==> config.mk <==
export PLATFORM = sky130hd
export DESIGN_NAME = sw_led_pio
export DESIGN_NICKNAME = d
export VERILOG_FILES = /design/src/rtl/sw_led_pio.sv
export SDC_FILE = /design/constraint.sdc
export NUM_CORES = 1
export LEC_CHECK = 0
export ABC_AREA = 1
export BUFFER_PORTS_ARGS = -buffer_cell sky130_fd_sc_hd__clkbuf_2
export CAP_MARGIN = 30
export CORE_ASPECT_RATIO = 1.4
export CORE_MARGIN = 1.5
export CORE_UTILIZATION = 45
export DETAILED_ROUTE_END_ITERATION = 8
export PLACE_DENSITY = 0.78
export SETUP_SLACK_MARGIN = 0.3
export SYNTH_ARGS = -nofsm -noshare
export SYNTH_HDL_FRONTEND = slang
export SYNTH_SLANG_ARGS = --single-unit
==> constraint.sdc <==
create_clock -name clk_clk -period 3.2 [get_ports clk_clk]
set_input_delay 0.8 -clock clk_clk [delete_from_list [all_inputs] [get_ports clk_clk]]
set_output_delay 0.8 -clock clk_clk [all_outputs]
set_load 0.005 [all_outputs]
==> src/rtl/sw_led_pio.sv <==
// Switch/LED peripheral: synchronised, debounced switches with edge capture and irq,
// plus per-channel LED drive (software data, blink, or switch pass-through) over Avalon-MM.
module sw_led_pio #(
  parameter int NUM_CH            = 2,
  parameter int DEBOUNCE_CYCLES   = 500000,
  parameter int BLINK_HALF_CYCLES = 12500000,
  parameter int EDGE_MODE         = 2,
  parameter int LED_ACTIVE_LOW    = 0
) (
  input  logic              clk_clk,
  input  logic              reset_reset_n,
  input  logic [NUM_CH-1:0] sw_in,
  output logic [NUM_CH-1:0] led_out,
  input  logic [2:0]        avs_address,
  input  logic              avs_chipselect,
  input  logic              avs_read,
  input  logic              avs_write,
  input  logic [31:0]       avs_writedata,
  output logic [31:0]       avs_readdata,
  output logic              irq
);

  localparam int CNT_W = (DEBOUNCE_CYCLES > 2) ? $clog2(DEBOUNCE_CYCLES) : 1;
  localparam int BLK_W = (BLINK_HALF_CYCLES > 2) ? $clog2(BLINK_HALF_CYCLES) : 1;
  localparam logic [CNT_W-1:0] DB_LAST  = CNT_W'(DEBOUNCE_CYCLES - 1);
  localparam logic [BLK_W-1:0] BLK_LAST = BLK_W'(BLINK_HALF_CYCLES - 1);
  localparam logic [NUM_CH-1:0] LED_OFF = {NUM_CH{LED_ACTIVE_LOW != 0}};

  function automatic logic [31:0] zext(input logic [NUM_CH-1:0] v);
    return {{(32-NUM_CH){1'b0}}, v};
  endfunction

  logic [NUM_CH-1:0] sw_p0, sw_p1, stable;
  logic [CNT_W-1:0]  db_cnt [NUM_CH];
  logic [NUM_CH-1:0] accept, edge_set;
  logic [NUM_CH-1:0] edge_cap, irq_mask, led_data, led_blink, led_pass;
  logic [BLK_W-1:0]  blk_cnt;
  logic              blink_phase;
  logic [NUM_CH-1:0] led_sel, w1c, wdata_ch;
  logic [31:0]       rd_word;
  logic              wr_en, rd_en;
  logic              unused_wdata;

  assign wr_en        = avs_chipselect & avs_write;
  assign rd_en        = avs_chipselect & avs_read;
  assign wdata_ch     = avs_writedata[NUM_CH-1:0];
  assign unused_wdata = ^avs_writedata[31:NUM_CH];
  assign w1c          = (wr_en && avs_address == 3'd1) ? wdata_ch : '0;

  always_comb begin
    accept   = '0;
    edge_set = '0;
    for (int i = 0; i < NUM_CH; i++) begin
      accept[i] = (sw_p1[i] != stable[i]) && (db_cnt[i] == DB_LAST);
      if (accept[i]) begin
        case (EDGE_MODE)
          0:       edge_set[i] = sw_p1[i];
          1:       edge_set[i] = ~sw_p1[i];
          default: edge_set[i] = 1'b1;
        endcase
      end
    end
  end

  always_comb begin
    led_sel = '0;
    for (int i = 0; i < NUM_CH; i++) begin
      if (led_pass[i])       led_sel[i] = stable[i];
      else if (led_blink[i]) led_sel[i] = led_data[i] & blink_phase;
      else                   led_sel[i] = led_data[i];
    end
  end

  always_comb begin
    rd_word = '0;
    case (avs_address)
      3'd0:    rd_word = zext(stable);
      3'd1:    rd_word = zext(edge_cap);
      3'd2:    rd_word = zext(irq_mask);
      3'd3:    rd_word = zext(led_data);
      3'd4:    rd_word = zext(led_blink);
      3'd5:    rd_word = zext(led_pass);
      default: rd_word = '0;
    endcase
  end

  // sw_p0/sw_p1: two-flop synchroniser; stable: debounced level
  always_ff @(posedge clk_clk or negedge reset_reset_n) begin
    if (!reset_reset_n) begin
      sw_p0  <= '0;
      sw_p1  <= '0;
      stable <= '0;
      for (int i = 0; i < NUM_CH; i++) db_cnt[i] <= '0;
    end else begin
      sw_p0 <= sw_in;
      sw_p1 <= sw_p0;
      for (int i = 0; i < NUM_CH; i++) begin
        if (sw_p1[i] == stable[i]) begin
          db_cnt[i] <= '0;
        end else if (accept[i]) begin
          stable[i] <= sw_p1[i];
          db_cnt[i] <= '0;
        end else begin
          db_cnt[i] <= db_cnt[i] + CNT_W'(1);
        end
      end
    end
  end

  // Register file, blink timebase and registered outputs
  always_ff @(posedge clk_clk or negedge reset_reset_n) begin
    if (!reset_reset_n) begin
      edge_cap     <= '0;
      irq_mask     <= '0;
      led_data     <= '0;
      led_blink    <= '0;
      led_pass     <= '0;
      blk_cnt      <= '0;
      blink_phase  <= 1'b0;
      avs_readdata <= '0;
      irq          <= 1'b0;
      led_out      <= LED_OFF;
    end else begin
      // a new edge beats a coincident write-1-clear
      edge_cap <= (edge_cap & ~w1c) | edge_set;
      if (wr_en) begin
        case (avs_address)
          3'd2:    irq_mask  <= wdata_ch;
          3'd3:    led_data  <= wdata_ch;
          3'd4:    led_blink <= wdata_ch;
          3'd5:    led_pass  <= wdata_ch;
          default: ;
        endcase
      end
      if (blk_cnt == BLK_LAST) begin
        blk_cnt     <= '0;
        blink_phase <= ~blink_phase;
      end else begin
        blk_cnt <= blk_cnt + BLK_W'(1);
      end
      if (rd_en) avs_readdata <= rd_word;
      irq     <= |(edge_cap & irq_mask);
      led_out <= led_sel ^ LED_OFF;
    end
  end

endmodule

==> results.cfg <==
[floorplanning]
start_util_pct = 46.5
die-area_um2 = 11400
die_x_um = 90.6
core_area_um2 = 10400
rows = 44
io_pins = 77
die_h_um = 126

[critical_path]
r2r_end = db_cnt[22]$_DFF_PN0_
cp_max_fo = 2
cpLargestDelayFamily = flip-flops
cp.depth = 1
critPathSlowestCell = dfrtp_1
path_buf_inv = 1
cp-endpoint = avs_readdata[0]
rr_worst_depth = 8
critical_path_required_ns = 2.40
crit_arrival_ns = 0.86
crit_path_start_kind = register
r2r_slack_ns = 1.63
cp-end-kind = output port
worstPathCellList = clkbuf_2
cp-startpoint = avs_readdata[0]$_DFFE_PN0P_
cp_slowest_stage_delay_ns = 0.39
r2r-start = db_cnt[19]$_DFF_PN0_
worstSetupPathType = reg2out

[global_route]
track_usage_pct = 18.1
grt_pass1_wl_um = 16500
grt_max_degree = 54
first_global_vias = 3932
grt-ovfl-total = 0
grt_antenna_before_repair = 0

[finish]
final_cell_mix = nand2_1 (178), nor2_1 (137), dfrtp_1 (84)
diodes = 0
drive_above_1_share_pct = 11.0
area_growth_pct = 10.3
nets = 740
final_common_cell = nand2_1
fillers = 1009
fin_cells = 838
final_util_pct = 51.2
fin_area_um2 = 5330

[power_and_ir_drop]
p_sw_uw = 554
vdd_ir_drop_max_uv = 276
power_frac_seq_pct = 46.0
switching_share_pct = 22.4
intPower_mw = 1.92
combPwrFrac_pct = 5.5
total_power_mw = 2.48
powerDensity_nw_per_um2 = 465
clkPwrFrac_pct = 48.5
leakage_nw = 2.53

[clock_tree]
cts-root-buf = clkbuf_16
path_clk_slew_ns = 0.06
post_cts_buffers = 0
cts.sink_count = 84
cts_resized = 0
cts_tree = done
cts_hold_buf = 0
numCtsBuffers = 9
clkLatencyLatePin_ns = 0.34
cts_buffer_depth = 2
h-tree-depth = 3

[run]
maxCapViolCount = 0

[sta]
hold_viol_final = 0
tightest_slew_ns = 0.669
finalCriticalPeriod_ns = 1.66
fin_ws_ns = 1.54
slew_viol_final = 0
fin_skew_ns = 0.00586
fmax_ghz = 0.602
period_share_pct = 51.9
setup-tns-final_ns = 0
whs_ns = 0.352
rsz0062_at_grt = false
slew_headroom_pct = 55.4
setup_viol = 0

[synth]
syn_area_per_cell_um2 = 7.21
synth_cell_type_count = 30
yosys_warnings = 0
post-synth-top-area-cell = dfrtp_1
synth-seq-cells = 84
synth.top_cell.area_share_pct = 43.5
netlist_top_cells_area = dfrtp_1 (43%), nand2_1 (14%), nor2_1 (11%), inv_1 (5.5%), buf_4 (4.7%)
synthCells = 670
ys_seq_area_share_pct = 43.5
syn_area_um2 = 4830

[drt]
wl_per_cell_um = 11.4
vias = 4023
ant_nets = 0
drc = 0
first_pass_iters = 4
first_iter_violations = 135
wirelength_um = 9570
vias_per_cell = 4.80

[place]
dp.cells = 822
port_buffers = 16
gp_congestion = 0.919
dp_hpwl_um = 7280
place_area_um2 = 4980
dp_slack_ns = 1.37

[worst_hold_path]
hp-class = reg2reg

[run_status]
status = finished, final reports clean
==> synth_stat cells <==
cell type  number
nor2_4          3
nor2_1        137
nand2_1       178
conb_1          1
nor3_1         17
nand4_1        11
inv_2           6
nand4_2         1
nor3b_1         3
buf_4          30
and3_1          1
buf_2           2
o21a_1          1
nor2_2         22
o21ai_0        23
a21oi_1         6
a21oi_2         2
o22ai_1         1
a22o_1          1
nand2_2         9
nor4_1          1
inv_1          71
dfrtp_1        84
nand3_1        30
xor2_1         16
a31oi_1         1
o21ai_1         2
ha_1            3
nand3_2         1
xnor2_1         6
==> area by class of cell <==
type	instances	area, µm²	share of cell area [%]
Clock inverter	7	121	2.28
Tap cell	138	173	3.24
Clock buffer	9	225	4.23
Sequential cell	84	2100	39.4
Inverter	77	289	5.42
Multi-Input combinational cell	506	2320	43.5
Timing Repair Buffer	17	103	1.93
==> flip-flops by register name (all words and copies together) (netlist names) <==
name          flops
db_cnt           38
blk_cnt          24
avs_readdata      2
edge_cap          2
irq_mask          2
led_blink         2
led_data          2
led_out           2
led_pass          2
stable            2
sw_p0             2
sw_p1             2
blink_phase       1
irq               1
==> how the worst min path moves through the flow <==
stage	startpoint	end	slack [ns]	cells past startpoint
6_report	sw_p0[1]$_DFF_PN0_	sw_p1[1]$_DFF_PN0_	0.35	0
5_1_grt	sw_p0[1]$_DFF_PN0_	sw_p1[1]$_DFF_PN0_	0.37	0
4_1_cts	sw_p0[1]$_DFF_PN0_	sw_p1[1]$_DFF_PN0_	0.35	0
3_5_place_dp	sw_p0[1]$_DFF_PN0_	sw_p1[1]$_DFF_PN0_	0.34	0
2_1_floorplan	sw_p0[0]$_DFF_PN0_	sw_p1[0]$_DFF_PN0_	0.33	0
3_3_place_gp	sw_p0[0]$_DFF_PN0_	sw_p1[0]$_DFF_PN0_	0.33	0
==> logic make-up after synthesis <==
family / share of synthesized area (%)
adders and majority gates: 0.777
and+or+nand+nor: 36.7
DFF: 43.5
buffers and inverters: 10.8
AOI/OAI and AO/OA: 4.17
other: 0.0776
xor gates and xnor gates: 3.99
==> power by group through the flow <==
stage               clock, mW  sequential (mW)  combinational, mW
CTS                      1.23             1.14              0.138
floorplan                   0             1.15              0.101
global route             1.27             1.14              0.159
global placement            0             1.16              0.134
detailed placement          0             1.16              0.138
finish                   1.20             1.14              0.135
==> routing by layer <==
metal | part of all wire, % | vias to the layer above | GRT usage [%]
li1 | - | 2076 | -
met1 | 40 | 1865 | 18.5
met2 | 54 | 56 | 33.6
met3 | 2.3 | 26 | 2.78
met4 | 3.6 | 0 | 11.8
met5 | 0 | - | 0
Note: power is estimated with default switching activity, not from simulation.
